`src/rtl/mux2_rr_sel_arbiter_if.sv`:
```
// rtl/mux2_rr_sel_arbiter_if.sv - request/mux-control bundle for mux2_rr_sel_arbiter
// Optional lock signal present when MUX2_RR_LOCK_EN is defined.
interface mux2_rr_sel_arbiter_if;
  logic [3:0] req;
  logic       e;
  logic [1:0] s;
  logic [3:0] gnt;
  logic       busy;
`ifdef MUX2_RR_LOCK_EN
  logic       lock;
`endif

`ifdef MUX2_RR_LOCK_EN
  modport slave  (input  req, lock, output e, s, gnt, busy);
  modport master (output req, lock, input  e, s, gnt, busy);
`else
  modport slave  (input  req, output e, s, gnt, busy);
  modport master (output req, input  e, s, gnt, busy);
`endif
endinterface

```
`src/rtl/mux2_rr_sel_arbiter.sv`:
```
// rtl/mux2_rr_sel_arbiter.sv - round-robin arbiter driving e/s of a 2-bit 4-to-1 mux
// Break-before-make gap between grants; MUX2_RR_LOCK_EN adds a lock input that extends a grant.
module mux2_rr_sel_arbiter #(
  parameter int HOLD_CYCLES = 4,
  parameter int CNT_W       = 3
) (
  input  logic                 clk,
  input  logic                 rst_n,
  mux2_rr_sel_arbiter_if.slave bus
);

  typedef enum logic [1:0] {
    ST_IDLE  = 2'd0,
    ST_GRANT = 2'd1,
    ST_GAP   = 2'd2
  } state_t;

  localparam logic [CNT_W-1:0] HOLD = CNT_W'(HOLD_CYCLES);

  state_t           r_state, w_state_nxt;
  logic [1:0]       r_s, w_s_nxt;
  logic [1:0]       r_ptr, w_ptr_nxt;
  logic [CNT_W-1:0] r_cnt, w_cnt_nxt;
  logic             r_e, w_e_nxt;
  logic [3:0]       r_gnt, w_gnt_nxt;
  logic             r_busy, w_busy_nxt;

  logic             w_any;
  logic [1:0]       w_win;
  logic             w_lock;
  logic             w_release;

`ifdef MUX2_RR_LOCK_EN
  assign w_lock = bus.lock;
`else
  assign w_lock = 1'b0;
`endif

  assign w_any = |bus.req;

  // Scan from farthest to nearest so the channel closest after r_ptr wins.
  always_comb begin
    w_win = r_ptr;
    for (int k = 4; k >= 1; k--) begin
      if (bus.req[r_ptr + 2'(k)]) begin
        w_win = r_ptr + 2'(k);
      end
    end
  end

  // Lock only suppresses the dwell limit; a dropped request still releases.
  assign w_release = !bus.req[r_s] || ((r_cnt >= HOLD) && !w_lock);

  always_comb begin
    w_state_nxt = r_state;
    w_s_nxt     = r_s;
    w_ptr_nxt   = r_ptr;
    w_cnt_nxt   = r_cnt;
    w_e_nxt     = 1'b0;
    w_gnt_nxt   = 4'b0000;
    w_busy_nxt  = 1'b0;
    case (r_state)
      ST_IDLE, ST_GAP: begin
        if (w_any) begin
          w_state_nxt = ST_GRANT;
          w_s_nxt     = w_win;
          w_ptr_nxt   = w_win;
          w_cnt_nxt   = CNT_W'(1);
          w_e_nxt     = 1'b1;
          w_gnt_nxt   = 4'b0001 << w_win;
          w_busy_nxt  = 1'b1;
        end else begin
          w_state_nxt = ST_IDLE;
          w_cnt_nxt   = '0;
        end
      end
      ST_GRANT: begin
        w_busy_nxt = 1'b1;
        if (w_release) begin
          w_state_nxt = ST_GAP;
          w_cnt_nxt   = '0;
        end else begin
          w_e_nxt   = 1'b1;
          w_gnt_nxt = r_gnt;
          w_cnt_nxt = (r_cnt >= HOLD) ? HOLD : r_cnt + 1'b1;
        end
      end
      default: begin
        w_state_nxt = ST_IDLE;
        w_cnt_nxt   = '0;
      end
    endcase
  end

  always_ff @(posedge clk) begin
    if (!rst_n) begin
      r_state <= ST_IDLE;
      r_s     <= 2'b00;
      r_ptr   <= 2'd3;
      r_cnt   <= '0;
      r_e     <= 1'b0;
      r_gnt   <= 4'b0000;
      r_busy  <= 1'b0;
    end else begin
      r_state <= w_state_nxt;
      r_s     <= w_s_nxt;
      r_ptr   <= w_ptr_nxt;
      r_cnt   <= w_cnt_nxt;
      r_e     <= w_e_nxt;
      r_gnt   <= w_gnt_nxt;
      r_busy  <= w_busy_nxt;
    end
  end

  assign bus.e    = r_e;
  assign bus.s    = r_s;
  assign bus.gnt  = r_gnt;
  assign bus.busy = r_busy;

endmodule

```
`src/flat_wrapper.sv`:
```
// flat-port wrapper written by rule: the top's interface ports become plain ports
module mux2_rr_sel_arbiter_flat 
#(
  parameter int HOLD_CYCLES = 4,
  parameter int CNT_W       = 3
)
  (clk, rst_n, bus_req, bus_e, bus_s, bus_gnt, bus_busy);
  mux2_rr_sel_arbiter_if bus_i ();
  input  logic clk;
  input  logic rst_n;
  input wire logic [$bits(bus_i.req)-1:0] bus_req;
  output wire logic [$bits(bus_i.e)-1:0] bus_e;
  output wire logic [$bits(bus_i.s)-1:0] bus_s;
  output wire logic [$bits(bus_i.gnt)-1:0] bus_gnt;
  output wire logic [$bits(bus_i.busy)-1:0] bus_busy;
  assign bus_i.req = bus_req;
  assign bus_e = bus_i.e;
  assign bus_s = bus_i.s;
  assign bus_gnt = bus_i.gnt;
  assign bus_busy = bus_i.busy;
  mux2_rr_sel_arbiter #(.HOLD_CYCLES(HOLD_CYCLES), .CNT_W(CNT_W)) u_core (.clk(clk), .rst_n(rst_n), .bus(bus_i));
endmodule
```
`config.mk`:
```
export PLATFORM = sky130hd
export DESIGN_NAME = mux2_rr_sel_arbiter_flat
export DESIGN_NICKNAME = d
export VERILOG_FILES = /design/src/rtl/mux2_rr_sel_arbiter_if.sv /design/src/rtl/mux2_rr_sel_arbiter.sv /design/src/flat_wrapper.sv
export SDC_FILE = /design/constraint.sdc
export NUM_CORES = 1
export LEC_CHECK = 0
export CELL_PAD_IN_SITES_DETAIL_PLACEMENT = 1
export CELL_PAD_IN_SITES_GLOBAL_PLACEMENT = 1
export CORE_UTILIZATION = 35
export DETAILED_ROUTE_END_ITERATION = 8
export GPL_ROUTABILITY_DRIVEN = 1
export PLACE_DENSITY = 0.73
export SLEW_MARGIN = 10
export SYNTH_ARGS = -nofsm -noshare
export SYNTH_HDL_FRONTEND = slang
export SYNTH_SLANG_ARGS = --single-unit
```
`constraint.sdc`:
```
create_clock -name clk -period 3.2 [get_ports clk]
set_input_delay 0.32 -clock clk [delete_from_list [all_inputs] [get_ports clk]]
set_output_delay 0.32 -clock clk [all_outputs]
set_load 0.02 [all_outputs]
```
Word level (Yosys, flattened, before mapping)
Index checks and enable logic that the tools add are counted.

storage, ports and cells
  input bits = 6
  logic and storage cells = 51
  register bits = 15

cells by class
  eq/ne operators = 3
  add/sub/neg operators = 4
  magnitude comparators = 5
  shift-type cells = 1
  reduce and logical (&&, ||, !) cells = 6
  multiplexer cells = 25

operators by type and width
  kind                                                   number
  < comparator 2 x 3 -> 1 bit, second input constant     4
  binary-select mux 1 bit (select 2 bit)                 4
  2-to-1 mux 1 bit                                       8
  2-to-1 mux 2 bit                                       4
  2-to-1 mux 4 bit                                       2
  case mux 4 bit (2 select lines)                        1
  2-to-1 mux 3 bit                                       2
  case mux 3 bit (2 select lines)                        1
  adder 2 bit, second input constant                     2
  case mux 1 bit (2 select lines)                        2
  case mux 2 bit (2 select lines)                        1
  OR reduction 4 bit                                     1
  left shift 1 x 2 -> 4 bit, first input constant        1
  adder 3 x 1 -> 3 bit, second input constant            1
  >= comparator 3 bit, second input constant             1
  adder 2 x 1 -> 2 bit, second input constant            1
  == test 2 x 1 -> 1 bit, second input constant          1
  == test 2 bit, second input constant                   1
  zero test 2 bit                                        1
  inequality test 2 x 1 -> 1 bit, second input constant  1
  AND reduction 2 bit                                    1
  OR reduction 2 bit                                     1
  zero test 1 bit                                        1
  logical OR 1 bit                                       1

Longest topological paths before layout
Gate-level depths: netlist of the first run.

  word-level depth = 9
  mapped depth = 5
  mapped depth without buffers = 4

Least setup slack after synthesis of the first run
Ideal clock, no wire load.

  path type = in2reg
  from = input port bus_req[1]
  to = register u_core.r_gnt[0], in the netlist u_core.bus.gnt[0]
  path buffers = 1
  library setup time = 117 ps
  data arrival time = 1504 ps
  path slack = 1578 ps
  stages = 5
  path through = or4_1 > and2_1 > buf_6 > and4_4 > a32o_1

on the way
  cells in the longest elaborated chain, start to end = 8
  elaborated cells on any way between the ends = 18

ends and longest elaborated chain
  item                                    RTL line                    text
  start, declared                         flat_wrapper.sv:11          input wire logic [$bits(bus_i.req)-1:0] bus_req;
  binary-select mux 1 bit (select 2 bit)  mux2_rr_sel_arbiter.sv:45   if (bus.req[r_ptr + 2'(k)]) begin
  2-to-1 mux 1 bit (implied by the code)  mux2_rr_sel_arbiter.sv:45
  2-to-1 mux 2 bit (3 in a row)           mux2_rr_sel_arbiter.sv:45
  left shift 1 x 2 -> 4 bit               mux2_rr_sel_arbiter.sv:70   w_gnt_nxt = 4'b0001 << w_win;
  2-to-1 mux 4 bit                        mux2_rr_sel_arbiter.sv:64   if (w_any) begin
  case mux 4 bit (2 select lines)         mux2_rr_sel_arbiter.sv:62   case (r_state)
  end signal, assigned                    mux2_rr_sel_arbiter.sv:110  r_gnt <= w_gnt_nxt;
  end, declared                           mux2_rr_sel_arbiter.sv:25   logic [3:0] r_gnt, w_gnt_nxt;

Several ways; a longest one is shown, not always the timed one. The select of a mux whose other input is x is not followed.
A chain may end at the register's enable or synchronous reset.

Worst setup path after layout of the first run
  from = input port bus_req[1]
  to = register u_core.r_gnt[2], in the netlist u_core.bus.gnt[2]

The elaborated chain is that of the path after synthesis.

==> flow_metrics.tcl, run 1 <==
set metrics [dict create \
    whs_path_depth 1 \
    htreeDepth 1 \
    clock_latency_ns 0.28 \
    drive_gt1_share_pct 9.88 \
    num_rows 15 \
    cp.arrival_ns 2.10 \
    async_flop_share_pct 0 \
    reg2reg_depth 4 \
    critPathCaptureType "flip-flop" \
    drt_pass1_iterations 2 \
    yosysTopAreaCell "dfxtp_1" \
    slew_violations 0 \
    synth_top_cell_area_share_pct 44.5 \
    postCtsHoldBufs 0 \
    synth_edf_count 0 \
    crit_family "simple AND/OR/NAND/NOR gates" \
    die_h_um 45.9 \
    synth_fa_ha_area_share_pct 3.71 \
    crit_path_cell_trace "clkdlybuf4s50_1 > or4_1 > and2_1 > and4_4 > a32o_1" \
    synth-compound-area-share_pct 17.6 \
    syn_to_final_growth_pct 24.5 \
    fin_crit_ns 1.93 \
    drc 0 \
    cts_tree "yes" \
    ios 14 \
    cts.sinks 15 \
    clockBufferDepth 2 \
    synthXorXnorAreaFrac_pct 0 \
    antennaDiodeCount 0 \
    grt_pass1_vias 491 \
    syn_inst 67 \
    start_util_pct 38.2 \
    via_per_inst 4.99 \
    dp_hpwl_mm 1.08 \
    ys_seq_elements 15 \
    outcome "finished clean" \
    critPathLaunchType "input pin" \
    critPathKind "input pin to flip-flop" \
    p_leak_uw 0.000340 \
    path_buf_inv 1 \
    fill_cells 211 \
    drt_iter0_markers 3 \
    yosys.area_share.simple_pct 22.1 \
    synthMostInstantiatedCell "dfxtp_1" \
    path_clk_slew_ns 0.09 \
    cts_resized 0 \
    wl_per_cell_um 13.1 \
    port_buffers 13 \
    synth_area_sq_um 674 \
    vdd_drop_max_mv 0.302 \
    cp_max_fo 10 \
    muxShareOfSynthArea_pct 6.86 \
    post-route-period-util_pct 60.3 \
    cpPeakStageDelay_ns 0.56 \
    yosysUniqueCellTypes 30 \
    drv_cap 0 \
    finalSetupViolCount 0 \
    synth_top_flop_cell "dfxtp_1" \
    clockRootBuffer "clkbuf_4" \
    totalWireLength_mm 1.39 \
    grt_max_degree 13 \
    layout.nets 90 \
    worst-slew-pin-transition_ns 0.537 \
    finClkSkew_ns 0.00637 \
    layoutNonFillerInstCount 106 \
    avgSynthCellArea_sq_um 10.1 \
    ant_nets 0 \
    slew_headroom_pct 63.9 \
    grt_antenna_before_repair 0 \
    cp.required_ns 3.37 \
    min-delay-path-class "flip-flop to flip-flop" \
    p_per_area_nw_per_um2 522 \
    dieArea_sq_um 2110 \
    synth_common_cells "dfxtp_1, nor2_1, a32o_1, o21a_1" \
    finalSetupTns_ns 0 \
    routabilityCongestion 0.755 \
    fmax_mhz 519 \
    ys_seq_area_share_pct 44.5 \
    post-place-cells 102 \
    synth-warning-count 0 \
    core_sq_um 1760 \
    grt_first_pass_wirelength_mm 2.20 \
    vias 529 \
    die_w_um 45.9 \
    synth_top_family_by_area "simple AND/OR/NAND/NOR gates" \
    ys_top_cells_by_area "dfxtp_1, a32o_1, o21a_1, mux4_1, ha_1" \
    cpMaxStageDelayCell "or4_1" \
    cts_setup_buffers 0 \
    grt_usage_pct 14.7 \
    rsz0062_at_grt "false" \
    grt-ovfl-total 0 \
    crit_cells 5 \
    hold_viol 0 \
    cts_buffers 3 \
    syn_nets 75 \
]
==> per-layer routing <==
layer  track usage [%]  part of all wire [%]  up-vias
li1                  -                     -      265
met1              18.4                    49      256
met2              25.1                    48        8
met3              3.57                   2.7        0
met4              3.53                     0        0
met5                 0                     0        -
==> sequential cells by signal (all words and copies together), names as in the netlist <==
| name | flops |
|---|---|
| u_core.bus.gnt | 4 |
| u_core.r_cnt | 3 |
| u_core.bus.s | 2 |
| u_core.r_ptr | 2 |
| u_core.r_state | 2 |
| u_core.bus.busy | 1 |
| u_core.bus.e | 1 |
==> final cells by class <==
cell class	instances	area [sq um]	share of cell area, %
sequential	15	300	35.8
tap	25	31.3	3.73
multi-input combinational	46	339	40.4
timing repair buffer	13	130	15.5
clock buffer	3	22.5	2.68
inverter	3	11.3	1.34
clock inverter	1	5.00	0.596
==> worst register-to-register path, delay by kind of cell (launching register included) <==
kind,cells,cell delay [ns]
mux,1,0.57
simple gates,2,0.24
compound gates,1,0.22
flops,1,0.37
==> cell usage in the layout (no fill, tap or decap) <==
cell type        count
dfxtp_1             15
clkdlybuf4s50_1     13
nor2_1               5
o21a_1               4
a32o_1               4
inv_1                3
and2_1               3
nand2_1              3
o21ai_0              3
clkbuf_4             3
nand2b_1             2
mux2i_1              2
nor2b_1              2
a21oi_1              2
ha_1                 2
mux4_1               1
or4_1                1
or2_2                1
or2b_1               1
a21o_1               1
or3b_1               1
and4_4               1
and3b_1              1
or3_2                1
o31ai_1              1
o31a_1               1
nand3_1              1
and3_2               1
nor3_1               1
clkinv_2             1
==> metrics by stage <==
stage	total power (uW)	utilization, %	setup slack [ns]	instance area, sq um	hold slack [ns]
finish	438	47.6	1.27	840	0.474
global route	462	47.6	1.23	840	0.510
CTS	440	47.6	1.29	840	0.480
detailed placement	335	46.0	1.01	812	0.460
global placement	333	46.0	1.06	812	0.454
floorplan	294	-	1.58	674	0.458
==> power breakdown <==
| group | total, uW | leakage (uW) | internal, uW | switching [uW] |
|---|---|---|---|---|
| combinational | 112 | 0.000199 | 55.4 | 56.2 |
| sequential | 219 | 0.000124 | 205 | 14.1 |
| clock | 107 | 0.0000177 | 46.3 | 61.2 |
| total | 438 | 0.000340 | 307 | 131 |
==> logic make-up after synthesis <==
group | count (synthesis)
muxes | 3
buffers and inverters | 6
and+or+nand+nor | 25
AOI/OAI and AO/OA | 16
adders and majority gates | 2
DFF | 15
==> final timing paths <==
kind | slack (ns) | to | start
worst max-delay path | 1.27 | u_core.bus.gnt[2]$_SDFFE_PN0P_ | bus_req[1]
worst min-delay path | 0.47 | u_core.bus.gnt[0]$_SDFFE_PN0P_ | u_core.bus.gnt[0]$_SDFFE_PN0P_
worst max register to register | 1.68 | u_core.bus.gnt[1]$_SDFFE_PN0P_ | u_core.bus.s[1]$_SDFFE_PN0P_
worst min register to register | 0.47 | u_core.bus.gnt[0]$_SDFFE_PN0P_ | u_core.bus.gnt[0]$_SDFFE_PN0P_
(Power assumes the default switching activity.)
==> inputs of run 2 (changes only) <==
==> constraint.sdc (replaced) <==
create_clock -name clk -period 1.97 [get_ports clk]
set_input_delay 0.197 -clock clk [delete_from_list [all_inputs] [get_ports clk]]
set_output_delay 0.197 -clock clk [all_outputs]
set_load 0.02 [all_outputs]
==> flow_metrics.tcl, run 2 (synthesized netlist as in run 1, its figures left out) <==
set metrics [dict create \
    grt_usage_pct 18.6 \
    slew_headroom_pct 75.7 \
    whs_ns 0.471 \
    outcome "finished clean" \
    min-delay-path-class "flip-flop to flip-flop" \
    final_util_pct 49.6 \
    wl_per_cell_um 13.8 \
    path_clk_slew_ns 0.09 \
    dieArea_sq_um 2110 \
    cts_setup_buffers 0 \
    ant_nets 0 \
    grt-ovfl-total 0 \
    drive_gt1_share_pct 14.0 \
    crit_family "simple AND/OR/NAND/NOR gates" \
    worst-slew-pin-transition_ns 0.363 \
    drc 0 \
    rsz0062_at_grt "false" \
    vdd_drop_max_mv 0.319 \
    grt_first_pass_wirelength_mm 2.61 \
    cp.arrival_ns 1.87 \
    critPathKind "input pin to flip-flop" \
    syn_to_final_growth_pct 29.9 \
    cts.sinks 15 \
    cts_tree "yes" \
    totalWireLength_mm 1.53 \
    drv_cap 0 \
    p_leak_uw 0.000361 \
    via_per_inst 5.06 \
    cp_max_fo 6 \
    fmax_mhz 596 \
    final_cell_mix "dfxtp_1, clkdlybuf4s50_1, nor2_1, buf_4" \
    layout_commonest_cell "dfxtp_1" \
    clockRootBuffer "clkbuf_4" \
    start_util_pct 38.2 \
    core_sq_um 1760 \
    clockBufferDepth 2 \
    clock_latency_ns 0.29 \
    grt_max_degree 9 \
    cpMaxStageDelayCell "or4_1" \
    num_rows 15 \
    layout.nets 95 \
    fin_crit_ns 1.68 \
    dp_hpwl_mm 1.17 \
    vias 562 \
    crit_path_cell_trace "clkdlybuf4s50_1 > or4_1 > and2_1 > and4_4 > a32o_1" \
    slew_violations 0 \
    finalSetupTns_ns 0 \
    port_buffers 13 \
    antennaDiodeCount 0 \
    htreeDepth 1 \
    layoutNonFillerInstCount 111 \
    cts_resized 0 \
    finalSetupViolCount 0 \
    finClkSkew_ns 0.000529 \
    p_per_area_nw_per_um2 839 \
    critPathCaptureType "flip-flop" \
    die_h_um 45.9 \
    die_w_um 45.9 \
    hold_viol 0 \
    cpPeakStageDelay_ns 0.55 \
    cp.required_ns 2.16 \
    cts_buffers 3 \
    drt_pass1_iterations 3 \
    ios 14 \
    routabilityCongestion 0.733 \
    path_buf_inv 1 \
    largest_register_ffs 4 \
    post-place-cells 107 \
    drt_iter0_markers 4 \
    postCtsHoldBufs 0 \
    critPathLaunchType "input pin" \
    grt_pass1_vias 581 \
    post-route-period-util_pct 85.2 \
    grt_antenna_before_repair 0 \
]
## run 2: final timing paths
| check | cells after the start | end | slack (ns) | from |
|---|---|---|---|---|
| max | 5 | u_core.bus.gnt[0]$_SDFFE_PN0P_ | 0.29 | bus_req[3] |
| min | 1 | u_core.bus.gnt[3]$_SDFFE_PN0P_ | 0.47 | u_core.bus.gnt[3]$_SDFFE_PN0P_ |
| max reg2reg | 4 | u_core.bus.gnt[0]$_SDFFE_PN0P_ | 0.47 | u_core.bus.s[1]$_SDFFE_PN0P_ |
| min reg2reg | 1 | u_core.bus.gnt[3]$_SDFFE_PN0P_ | 0.47 | u_core.bus.gnt[3]$_SDFFE_PN0P_ |
## run 2: final cells by class
class                      count  area [sq um]
timing repair buffer          18           168
multi-input combinational     46           339
inverter                       3          11.3
fill                         216           888
tap                           25          31.3
sequential                    15           300
clock buffer                   4          26.3
## run 2: where the power goes
group	switching [uW]	total [uW]	leakage [uW]	internal, uW
clock network	102	181	0.0000150	78.8
logic	95.0	198	0.000222	103
registers	22.6	356	0.000124	333
## run 2: per-stage QoR
| stage | power (uW) | setup slack (ns) | cell area, sq um |
|---|---|---|---|
| final | 735 | 0.292 | 876 |
| after global routing | 780 | 0.212 | 876 |
| after CTS | 748 | 0.320 | 876 |
| after detailed placement | 562 | 0.0492 | 850 |
| after global placement | 557 | 0.0957 | 850 |
| after floorplan | 478 | 0.448 | 674 |
## run 2: metal layers
layer  part of all wire [%]  up-vias  global-route usage, %  wire, um
met5                      0        -                      0         0
met4                    3.2        0                   12.4        49
met3                    3.0        5                   3.57        46
met2                     48       11                   30.1       737
met1                     46      269                   22.0       697
li1                       -      277                      -         -
==> inputs of run 3 (changes only) <==
--- a/config.mk
+++ b/config.mk
@@ -5,6 +5,7 @@
 export SDC_FILE = /design/constraint.sdc
 export NUM_CORES = 1
 export LEC_CHECK = 0
+export ABC_CLOCK_PERIOD_IN_PS = 2180
 export CELL_PAD_IN_SITES_DETAIL_PLACEMENT = 1
 export CELL_PAD_IN_SITES_GLOBAL_PLACEMENT = 1
 export CORE_UTILIZATION = 35
==> constraint.sdc (replaced) <==
create_clock -name clk -period 2.18 [get_ports clk]
set_input_delay 0.218 -clock clk [delete_from_list [all_inputs] [get_ports clk]]
set_output_delay 0.218 -clock clk [all_outputs]
set_load 0.02 [all_outputs]
==> flow_metrics.tcl, run 3 (synthesized netlist as in run 1, its figures left out) <==
set metrics [dict create \
    outcome "finished clean" \
    whs_ns 0.472 \
    wl_per_cell_um 12.7 \
    slew_headroom_pct 64.6 \
    startpoint "bus_req[1]" \
    clock_latency_ns 0.28 \
    hp-start "u_core.bus.gnt[2]$_SDFFE_PN0P_" \
    critPathCaptureType "flip-flop" \
    routabilityCongestion 0.772 \
    drt_pass1_iterations 4 \
    post-route-period-util_pct 78.2 \
    largest_register_ffs 4 \
    port_buffers 13 \
    p_sw_share_pct 29.7 \
    vdd_drop_max_mv 0.452 \
    final_cell_mix "dfxtp_1, clkdlybuf4s50_1, nor2_1" \
    drt_iter0_markers 3 \
    finClkSkew_ns 0.00188 \
    totalWireLength_mm 1.36 \
    final_util_pct 48.0 \
    num_rows 15 \
    cpPeakStageDelay_ns 0.56 \
    p_leak_uw 0.000345 \
    finalSetupTns_ns 0 \
    grt_max_degree 13 \
    cpMaxStageDelayCell "or4_1" \
    die_h_um 45.9 \
    vias 525 \
    cp.required_ns 2.36 \
    cts_tree "yes" \
    grt-ovfl-total 0 \
    cp.arrival_ns 1.89 \
    pwr-share-seq_pct 49.8 \
    clockBufferDepth 2 \
    ios 14 \
    antennaDiodeCount 0 \
    layout_commonest_cell "dfxtp_1" \
    place_area_sq_um 820 \
    via_per_inst 4.91 \
    path_clk_slew_ns 0.09 \
    power_switching_uw 192 \
    core_sq_um 1760 \
    p_comb_share_pct 25.5 \
    cts_setup_buffers 0 \
    power_uw 645 \
    cts.sinks 15 \
    r2r-start "u_core.bus.s[1]$_SDFFE_PN0P_" \
    rsz0062_at_grt "false" \
    ant_nets 0 \
    die_w_um 45.9 \
    htreeDepth 1 \
    grt_first_pass_wirelength_mm 2.28 \
    finalSetupViolCount 0 \
    p_per_area_nw_per_um2 762 \
    dieArea_sq_um 2110 \
    grt_usage_pct 15.8 \
    clockRootBuffer "clkbuf_4" \
    dp_hpwl_mm 1.04 \
    postCtsHoldBufs 0 \
    path_buf_inv 1 \
    cp_max_fo 5 \
    worst-slew-pin-transition_ns 0.526 \
    stdcell_area_sq_um 847 \
    fmax_mhz 586 \
    grt_antenna_before_repair 0 \
    layout.nets 91 \
    min-delay-path-class "flip-flop to flip-flop" \
    crit_family "simple AND/OR/NAND/NOR gates" \
    power.internal_uw 453 \
    critPathKind "input pin to flip-flop" \
    cts_buffers 3 \
    start_util_pct 38.2 \
    slew_violations 0 \
    cts_resized 0 \
    pwr-share-clk_pct 24.7 \
    crit_path_cell_trace "clkdlybuf4s50_1 > or4_1 > and2_1 > and4_4 > a32o_1" \
    drive_gt1_share_pct 11.0 \
    critPathLaunchType "input pin" \
    fin_crit_ns 1.71 \
    grt_pass1_vias 485 \
    hold_viol 0 \
    syn_to_final_growth_pct 25.6 \
    drv_cap 0 \
    drc 0 \
]
run 3: changes by cell type in the layout (fill, tap and decap cells not counted), sizes merged:
cell and change:
clkbuf -1, buf -4, clkinv +1
run 3: worst reg2reg max path: stages (launching register included):
cell	delay, ns
dfxtp_1	0.37
mux4_1	0.56
nand2b_1	0.13
nor2_1	0.12
a32o_1	0.22
run 3: layout make-up:
| class | instances | area, sq um |
|---|---|---|
| inverters | 3 | 11.3 |
| flip-flops and latches | 15 | 300 |
| clock inverters | 1 | 5.00 |
| fillers | 221 | 917 |
| repair buffers | 14 | 138 |
| well taps | 25 | 31.3 |
| clock buffers | 3 | 22.5 |
| multi-input cells | 46 | 339 |
run 3: per-layer routing:
metal | vias up | wire (um) | track usage (%)
li1 | 267 | - | -
met1 | 245 | 662 | 20.3
met2 | 11 | 620 | 24.2
met3 | 2 | 62 | 5.95
met4 | 0 | 16 | 5.29
met5 | - | 0 | 0
run 3: path summary, 6_finish.rpt:
check                              endpoint  slack [ns]  depth (start not counted)
max          u_core.bus.gnt[0]$_SDFFE_PN0P_        0.47                          5
min          u_core.bus.gnt[2]$_SDFFE_PN0P_        0.47                          1
max reg2reg  u_core.bus.gnt[0]$_SDFFE_PN0P_        0.69                          4
min reg2reg  u_core.bus.gnt[2]$_SDFFE_PN0P_        0.47                          1
run 3: stage by stage:
step | instances | setup WS (ns)
floorplan | 67 | 0.658
global placement | 103 | 0.225
detailed placement | 103 | 0.186
CTS | 107 | 0.484
global route | 107 | 0.405
finish | 107 | 0.475
run 3: power by group through the flow:
| stage | clock network, uW | registers, uW | logic, uW |
|---|---|---|---|
| after detailed placement | 0 | 328 | 166 |
| final | 159 | 321 | 165 |
| after CTS | 169 | 322 | 168 |
| after global placement | 0 | 328 | 165 |
| after floorplan | 0 | 340 | 92.2 |
| after global routing | 177 | 325 | 181 |
